## config.mk

```make
export PLATFORM = sky130hd
export DESIGN_NAME = seq_multiplier_flat
export DESIGN_NICKNAME = d
export VERILOG_FILES = /design/src/rtl/mult_pkg.sv /design/src/rtl/seq_multiplier_if.sv /design/src/rtl/ripple_adder.sv /design/src/rtl/seq_multiplier.sv /design/src/flat_wrapper.sv
export SDC_FILE = /design/constraint.sdc
export NUM_CORES = 1
export LEC_CHECK = 0
export BUFFER_PORTS_ARGS = -buffer_cell sky130_fd_sc_hd__clkbuf_2
export CORE_MARGIN = 3
export CORE_UTILIZATION = 57
export CTS_CLUSTER_DIAMETER = 50
export DETAILED_ROUTE_END_ITERATION = 8
export PLACE_DENSITY = 0.9
export SYNTH_ARGS = -nofsm -noshare
export SYNTH_HDL_FRONTEND = slang
export SYNTH_SLANG_ARGS = --single-unit
```

## constraint.sdc

```tcl
create_clock -name clk -period 6.55 [get_ports clk]
set_input_delay 0 -clock clk [delete_from_list [all_inputs] [get_ports clk]]
set_output_delay 0 -clock clk [all_outputs]
set_load 0.01 [all_outputs]
```

## src/rtl/mult_pkg.sv

```systemverilog
// +----------------------------------------------------------------------------+
// | mult_pkg : shared types and constants for the sequential multiplier        |
// | Revision : 1.0                                                             |
// +----------------------------------------------------------------------------+
`default_nettype none

package mult_pkg;

    typedef enum logic [1:0] {
        IDLE = 2'd0,
        RUN  = 2'd1,
        DONE = 2'd2
    } state_t;

    localparam int MULT_WIDTH = 4;

    // Counter must hold WIDTH itself, hence WIDTH+1 codes.
    function automatic int count_width(input int width);
        return $clog2(width + 1);
    endfunction

endpackage

`default_nettype wire

```

## src/rtl/seq_multiplier_if.sv

```systemverilog
// +----------------------------------------------------------------------------+
// | seq_multiplier_if : start/done handshake and operand/result bus            |
// | Revision          : 1.0                                                    |
// +----------------------------------------------------------------------------+
`default_nettype none

interface seq_multiplier_if #(
    parameter int WIDTH = 4
);

    logic                 start;
    logic [WIDTH-1:0]     a;
    logic [WIDTH-1:0]     b;
    logic                 busy;
    logic                 done;
    logic [2*WIDTH-1:0]   product;

    modport master (
        output start,
        output a,
        output b,
        input  busy,
        input  done,
        input  product
    );

    modport slave (
        input  start,
        input  a,
        input  b,
        output busy,
        output done,
        output product
    );

endinterface

`default_nettype wire

```

## src/rtl/ripple_adder.sv

```systemverilog
// +----------------------------------------------------------------------------+
// | ripple_adder : WIDTH-bit ripple-carry adder built from full-adder cells    |
// | Revision     : 1.0                                                         |
// +----------------------------------------------------------------------------+
`default_nettype none

module ripple_adder #(
    parameter int WIDTH = 4
) (
    input  wire logic [WIDTH-1:0] x,
    input  wire logic [WIDTH-1:0] y,
    input  wire logic             cin,
    output logic      [WIDTH-1:0] sum,
    output logic                  cout
);

    logic [WIDTH:0] carry;

    assign carry[0] = cin;

    for (genvar i = 0; i < WIDTH; i++) begin : g_fa
        assign sum[i]     = x[i] ^ y[i] ^ carry[i];
        assign carry[i+1] = (x[i] & y[i]) | (carry[i] & (x[i] ^ y[i]));
    end

    assign cout = carry[WIDTH];

endmodule

`default_nettype wire

```

## src/rtl/seq_multiplier.sv

```systemverilog
// +----------------------------------------------------------------------------+
// | seq_multiplier : shift-and-add multiplier, WIDTH add/shift cycles per op   |
// | Option         : SEQ_MULT_SIGNED_EN selects two's-complement operands      |
// | Revision       : 1.0                                                       |
// +----------------------------------------------------------------------------+
`default_nettype none

module seq_multiplier
    import mult_pkg::*;
#(
    parameter int WIDTH = MULT_WIDTH
) (
    input  wire logic        clk,
    input  wire logic        reset_n,
    seq_multiplier_if.slave  bus
);

    localparam int               CNT_W      = count_width(WIDTH);
    localparam logic [CNT_W-1:0] COUNT_INIT = CNT_W'(WIDTH);
    localparam logic [CNT_W-1:0] COUNT_LAST = CNT_W'(1);

    state_t               state_q, state_d;
    logic [WIDTH-1:0]     mcand_q, mcand_d;
    logic [WIDTH-1:0]     acc_q, acc_d;
    logic [WIDTH-1:0]     mplr_q, mplr_d;
    logic [CNT_W-1:0]     count_q, count_d;
    logic [2*WIDTH-1:0]   product_q, product_d;

    logic [WIDTH-1:0]     add_y;
    logic [WIDTH-1:0]     add_sum;
    logic                 add_cout;
    logic [2*WIDTH:0]     shift_in;
    logic [2*WIDTH-1:0]   shifted;
    logic [WIDTH-1:0]     cap_mcand;
    logic [WIDTH-1:0]     cap_mplr;
    logic [2*WIDTH-1:0]   final_product;

`ifdef SEQ_MULT_SIGNED_EN
    logic sign_q, sign_d;

    // Negating -2^(WIDTH-1) wraps back to the same bit pattern, which read
    // unsigned is exactly its magnitude.
    assign cap_mcand     = bus.a[WIDTH-1] ? (~bus.a + 1'b1) : bus.a;
    assign cap_mplr      = bus.b[WIDTH-1] ? (~bus.b + 1'b1) : bus.b;
    assign sign_d        = (state_q == IDLE && bus.start) ? (bus.a[WIDTH-1] ^ bus.b[WIDTH-1]) : sign_q;
    assign final_product = sign_q ? (~shifted + 1'b1) : shifted;

    always_ff @(posedge clk or negedge reset_n) begin
        if (!reset_n) sign_q <= 1'b0;
        else          sign_q <= sign_d;
    end
`else
    assign cap_mcand     = bus.a;
    assign cap_mplr      = bus.b;
    assign final_product = shifted;
`endif

    assign add_y = mplr_q[0] ? mcand_q : '0;

    ripple_adder #(.WIDTH(WIDTH)) u_adder (
        .x    (acc_q),
        .y    (add_y),
        .cin  (1'b0),
        .sum  (add_sum),
        .cout (add_cout)
    );

    // Carry joins the top of the shift so the accumulator never loses a bit.
    assign shift_in = {add_cout, add_sum, mplr_q};
    assign shifted  = shift_in[2*WIDTH:1];

    always_ff @(posedge clk or negedge reset_n) begin
        if (!reset_n) state_q <= IDLE;
        else          state_q <= state_d;
    end

    always_comb begin
        state_d = state_q;
        case (state_q)
            IDLE:    if (bus.start) state_d = RUN;
            RUN:     if (count_q == COUNT_LAST) state_d = DONE;
            DONE:    state_d = IDLE;
            default: state_d = IDLE;
        endcase
    end

    always_comb begin
        mcand_d   = mcand_q;
        acc_d     = acc_q;
        mplr_d    = mplr_q;
        count_d   = count_q;
        product_d = product_q;
        case (state_q)
            IDLE: begin
                if (bus.start) begin
                    mcand_d = cap_mcand;
                    acc_d   = '0;
                    mplr_d  = cap_mplr;
                    count_d = COUNT_INIT;
                end
            end
            RUN: begin
                {acc_d, mplr_d} = shifted;
                count_d         = count_q - 1'b1;
                if (count_q == COUNT_LAST) product_d = final_product;
            end
            default: ;
        endcase
    end

    always_ff @(posedge clk or negedge reset_n) begin
        if (!reset_n) begin
            mcand_q   <= '0;
            acc_q     <= '0;
            mplr_q    <= '0;
            count_q   <= '0;
            product_q <= '0;
        end else begin
            mcand_q   <= mcand_d;
            acc_q     <= acc_d;
            mplr_q    <= mplr_d;
            count_q   <= count_d;
            product_q <= product_d;
        end
    end

    always_comb begin
        bus.busy    = (state_q == RUN);
        bus.done    = (state_q == DONE);
        bus.product = product_q;
    end

endmodule

`default_nettype wire

```

## src/flat_wrapper.sv

```systemverilog
// flat-port wrapper written by rule: the top's interface ports become plain ports
module seq_multiplier_flat import mult_pkg::*;
#(
    parameter int WIDTH = MULT_WIDTH
)
  (clk, reset_n, bus_start, bus_a, bus_b, bus_busy, bus_done, bus_product);
  seq_multiplier_if #(.WIDTH(WIDTH)) bus_i ();
  input  wire logic clk;
  input  wire logic reset_n;
  input wire logic [$bits(bus_i.start)-1:0] bus_start;
  input wire logic [$bits(bus_i.a)-1:0] bus_a;
  input wire logic [$bits(bus_i.b)-1:0] bus_b;
  output wire logic [$bits(bus_i.busy)-1:0] bus_busy;
  output wire logic [$bits(bus_i.done)-1:0] bus_done;
  output wire logic [$bits(bus_i.product)-1:0] bus_product;
  assign bus_i.start = bus_start;
  assign bus_i.a = bus_a;
  assign bus_i.b = bus_b;
  assign bus_busy = bus_i.busy;
  assign bus_done = bus_i.done;
  assign bus_product = bus_i.product;
  seq_multiplier #(.WIDTH(WIDTH)) u_core (.clk(clk), .reset_n(reset_n), .bus(bus_i));
endmodule
```

# --- Word level (Yosys, flattened, before mapping) ---
# Cells that the tools add are included.
totals:
  out_inout_bits: 10
  reg_bits: 25
classes:
  n_eq_ne: 5
  mux: 10
  bitwise: 17
  addsub: 1
  n_reduce_logical: 6
op_table:
  columns: ["op", "count"]
  rows:
  - ["4-bit case mux with 2 select lines", 2]
  - ["4-bit two-way mux", 3]
  - ["2-bit AND reduction", 4]
  - ["1-bit bitwise AND", 7]
  - ["1-bit XOR", 7]
  - ["3-bit case mux with 2 select lines", 1]
  - ["2-bit two-way mux", 2]
  - ["2-bit case mux with 2 select lines", 1]
  - ["3-bit by 1-bit equality test with 1-bit output, second input constant", 1]
  - ["3-bit two-way mux", 1]
  - ["1-bit bitwise OR", 3]
  - ["3-bit by 1-bit subtractor with 3-bit output, second input constant", 1]
  - ["2-bit by 1-bit equality test with 1-bit output, second input constant", 1]
  - ["2-bit equality test, second input constant", 1]
  - ["2-bit zero test", 1]
  - ["2-bit by 1-bit inequality test with 1-bit output, second input constant", 1]
  - ["2-bit inequality test, second input constant", 1]
  - ["2-bit nonzero test", 1]

# --- Longest topological paths before layout ---
depth:
  word_depth: 9
  depth_mapped: 7
  ltp_nobuf: 7

# --- Cells and area by module ---
# Synthesis repeated with hierarchy kept, for this count alone.
hier_totals:
  cells_unflattened: 88
  hier_area_um2: 1213.7
by_module_without_submodules:
  columns: ["module", "seq_area_each_um2", "area_per_inst_um2", "cells_per_inst", "n_inst"]
  rows:
  - ["seq_multiplier", 625.6, 1096.1, 74, 1]
  - ["ripple_adder", 0.0, 117.6, 14, 1]

# --- Worst setup path before layout ---
# No wires, ideal clock.
synth_path:
  path_type: "register to register"
  start: "reg u_core.mplr_q[0]"
  end: "reg u_core.acc_q[2]"
  period_less_slack_ps: 2113
  setup_slack_ps: 4437
  arrival_time_ps: 1973
  setup_time_ps: 140
  path_stages_with_launch: 8
  required_time_ps: 6410
  path_cell_list: "dfrtp_1 > and2_1 > ha_1 > inv_1 > fa_1 > fa_1 > fa_1 > o22ai_1"
synth_between:
  elab_chain_cells: 8
  word_cells_on_any_way: 13
synth_lines:
  columns: ["element", "line_no", "rtl"]
  rows:
  - ["start: declaration", "seq_multiplier.sv:25", "logic [WIDTH-1:0] mplr_q, mplr_d;"]
  - ["start signal: assignment", "seq_multiplier.sv:121", "mplr_q <= mplr_d;"]
  - ["4-bit two-way mux *", "seq_multiplier.sv:58", "assign add_y = mplr_q[0] ? mcand_q : '0;"]
  - ["1-bit bitwise AND or 1-bit XOR (tied branches)", "ripple_adder.sv:23", "assign carry[i+1] = (x[i] & y[i]) | (carry[i] & (x[i] ^ y[i]));"]
  - ["1-bit bitwise AND", "ripple_adder.sv:23", null]
  - ["1-bit bitwise OR", "ripple_adder.sv:23", null]
  - ["1-bit bitwise AND", "ripple_adder.sv:23", null]
  - ["1-bit bitwise OR", "ripple_adder.sv:23", null]
  - ["1-bit XOR *", "ripple_adder.sv:22", "assign sum[i] = x[i] ^ y[i] ^ carry[i];"]
  - ["4-bit case mux with 2 select lines *", "seq_multiplier.sv:93", "case (state_q)"]
  - ["end signal: assignment", "seq_multiplier.sv:114", "acc_q <= '0;"]
  - ["end signal: assignment", "seq_multiplier.sv:120", "acc_q <= acc_d;"]
  - ["end: declaration", "seq_multiplier.sv:24", "logic [WIDTH-1:0] acc_q, acc_d;"]
# Mark *: on every way between the ends. The rest lies on a longest branch, timed or not.
# A chain may end at the register's enable or synchronous reset.

# --- Worst setup path in the final report ---
# Ends and elaborated chain as after synthesis.

==> metrics <==
setup TNS=0 ns; Logic pwr share=0.436; Overall Power=0.000609 W; Syn Nets=116; Endpoint, Worst Hold=u_core.mplr_q[2]$_DFFE_PN0P_; Synth Register Bits=25; initial antenna violation count=0; Arrival @ worst endpoint=2.40 ns; Worst R2R Start=u_core.mplr_q[0]$_DFFE_PN0P_; critical path launch point=u_core.mplr_q[0]$_DFFE_PN0P_; root buffer cell=clkbuf_4; DR vias/cell=5.41; cell internal pwr=roughly 0.00038 W; Worst-Margin Slew=0.574 ns; routed wire length=2.00 mm; # setup viols final=0; part of the cycle the worst path needs=0.339; layout cell share with drive strength beyond 1=0.242; fin nets=around 140; Reg2Reg Setup Slack=4.33 ns; skew final=0.000565 ns; drc violations=0; core box area=1800 um2; part of the power in registers=0.454; Yosys top cell area share=0.548; Yosys top cell by area=dfrtp_1; Max Fanout on Critical Path=5; Static Leakage=0.636 nW; worst skew pair latency=0.31 ns; Final min period=2.22 ns; n_diodes=0; FP Rows=15; # resized after CTS=0; Worst EP required=6.73 ns; count leader, synth=dfrtp_1; largest net degree at the start of global routing=26; async set-reset flop share out of synthesis=1.00; GPL Wtd Cong=0.814; drt pass-1 iters=4; antenna viol nets, final=0; GRT overflow=0; GRT Overall Usage=0.189; CTS Sinks=25; Clock Pin Slew Worst Setup and Hold Paths=0.12 ns; sequential fraction of the synthesis area=0.548; first-pass GRT wire length=3.57 mm; Psw=~0.00023 W; startpoint types=flip-flop; H-tree levels=1; number of global-route vias before repair=810; Setup CP Type=reg -> reg; count of buffers from port buffering=20; Synth warnings=0; Clock Path Buffers=2; CTS Buf Count=3; sw frac=0.381; DRT iter0 DRCs=9; Power Dens Cells=about 460 nW/um2; Post-Syn Instances=99; WL/cell=13.4 um; Hold WC Path Type=in -> reg; RSZ-0062 raised after global routing=false; Worst Hold Path Cells=4; utilization of the core after routing=0.736; Max Transition Viols Final=0; slowest CP cell=fa_1; maximum VDD drop=0.268 mV; Ports=21; worst r2r path cells=7; Vias=about 800; mean area per synthesized cell=11.5 um2; status=finished clean; post-DP HPWL=1.51 mm; EDFF count, synth=0; maximum clock frequency=0.451 GHz; full die area=about 2600 um2; CTS tree=done; Hold Startpoint=bus_b[2]; initial core utilization=0.634; cells along the critical path=and2_1, ha_1, inv_1, fa_1, fa_1, fa_1, o22ai_1; Crit path largest cell delay=0.50 ns; Final Hold Violating Endpoints=0; width of the die=50.8 um; synthesized cell area=1140 um2; Die H=50.8 um; max-cap viol count=0; Post-synth top cells=dfrtp_1, nand2_1, inv_1, o21ai_0, mux2_2; Synth area leaders=dfrtp_1, mux2_2, fa_1; Yosys cell types=27; reg2reg end=u_core.acc_q[2]$_DFFE_PN0P_; relative slew slack=0.617; WHS=between 0.04 and 0.05 ns; Syn-to-layout area delta=16.1%; most used cell, CP=fa_1; Critical Path End Type=flip-flop; Clk network pwr share=0.110; Post-synth top flop=dfrtp_1
critical path, delay by kind of cell, from the launching register on:
kind,cells,cell delay [ns]
AOI/OAI and AO/OA,1,0.09
adders and majority gates,4,1.40
buffers and inverters,1,0.05
DFF,1,0.41
and+or+nand+nor,1,0.14
state kept, by name (all words and copies together) (netlist names):
signal,flops
u_core.count_q,3
u_core.state_q,2
u_core.acc_q,4
u_core.bus.product,8
u_core.mcand_q,4
u_core.mplr_q,4
timing repair:
item,4_1_cts,5_1_grt
hold buffers,5,0
endpoints found under the hold margin,29,0
buffers inserted,0,0
worst max path at each step:
stage                     slack (ns)  cells past startpoint                     endpoint
final                           4.33                      7  u_core.acc_q[2]$_DFFE_PN0P_
after CTS                       4.32                      7  u_core.acc_q[2]$_DFFE_PN0P_
after detailed placement        4.34                      7  u_core.acc_q[2]$_DFFE_PN0P_
after global routing            4.22                      7  u_core.acc_q[2]$_DFFE_PN0P_
after floorplan                 4.44                      7  u_core.acc_q[2]$_DFFE_PN0P_
after global placement          4.40                      7  u_core.acc_q[2]$_DFFE_PN0P_
power groups by stage:
stage,sequential (W),clock (W),combinational [W]
global placement,0.000275,0,0.000252
finish,0.000276,0.0000670,0.000266
detailed placement,0.000280,0,0.000270
CTS,0.000276,0.0000679,0.000272
global route,0.000288,0.0000768,0.000305
floorplan,0.000272,0,0.000198
cell usage in the layout (no fill, tap or decap), drive strengths merged:
master,netlist,routed
fa,3,3
nand2b,1,1
dlygate4sd3,0,5
a31oi,1,1
nand2,12,12
o21ai,10,10
o22a,2,2
mux2,6,6
dfrtp,25,25
inv,11,11
clkbuf,2,24
o22ai,4,4
ha,3,3
nor2b,1,1
nor2,3,3
a21oi,2,2
nor4bb,1,1
o21bai,1,1
a22oi,2,2
nand3b,1,1
or2b,1,1
or4b,1,1
nand4bb,1,1
and2,1,1
a2bb2oi,2,2
area by class of cell:
cell class	instances	area (um2)
multi-input cells	59	452
fillers	131	475
inverters	11	41.3
well taps	25	31.3
clock buffers	4	26.3
flip-flops and latches	25	626
repair buffers	25	150
metrics by stage:
step                      setup slack (ns)  instance area, um2  instances
final                                 4.33                1330        149
after global routing                  4.22                1330        149
after CTS                             4.32                1330        149
after detailed placement              4.34                1250        140
after global placement                4.40                1250        140
after floorplan                       4.44                1140         99
cell families after synthesis:
group,Yosys count,synth area share
multiplexers,6,0.0591
adder cells (fa/ha/maj),6,0.0854
flip-flops,25,0.548
buffers and inverters,15,0.0570
AND/OR/NAND/NOR,23,0.120
AO/OA/AOI/OAI,24,0.130
routing by layer:
layer,track usage,wire length [um]
met3,0.0356,67
met2,0.315,988
met5,0,0
met1,0.239,895
met4,0.0807,48
No activity file was read; power rests on OpenSTA's default activity.
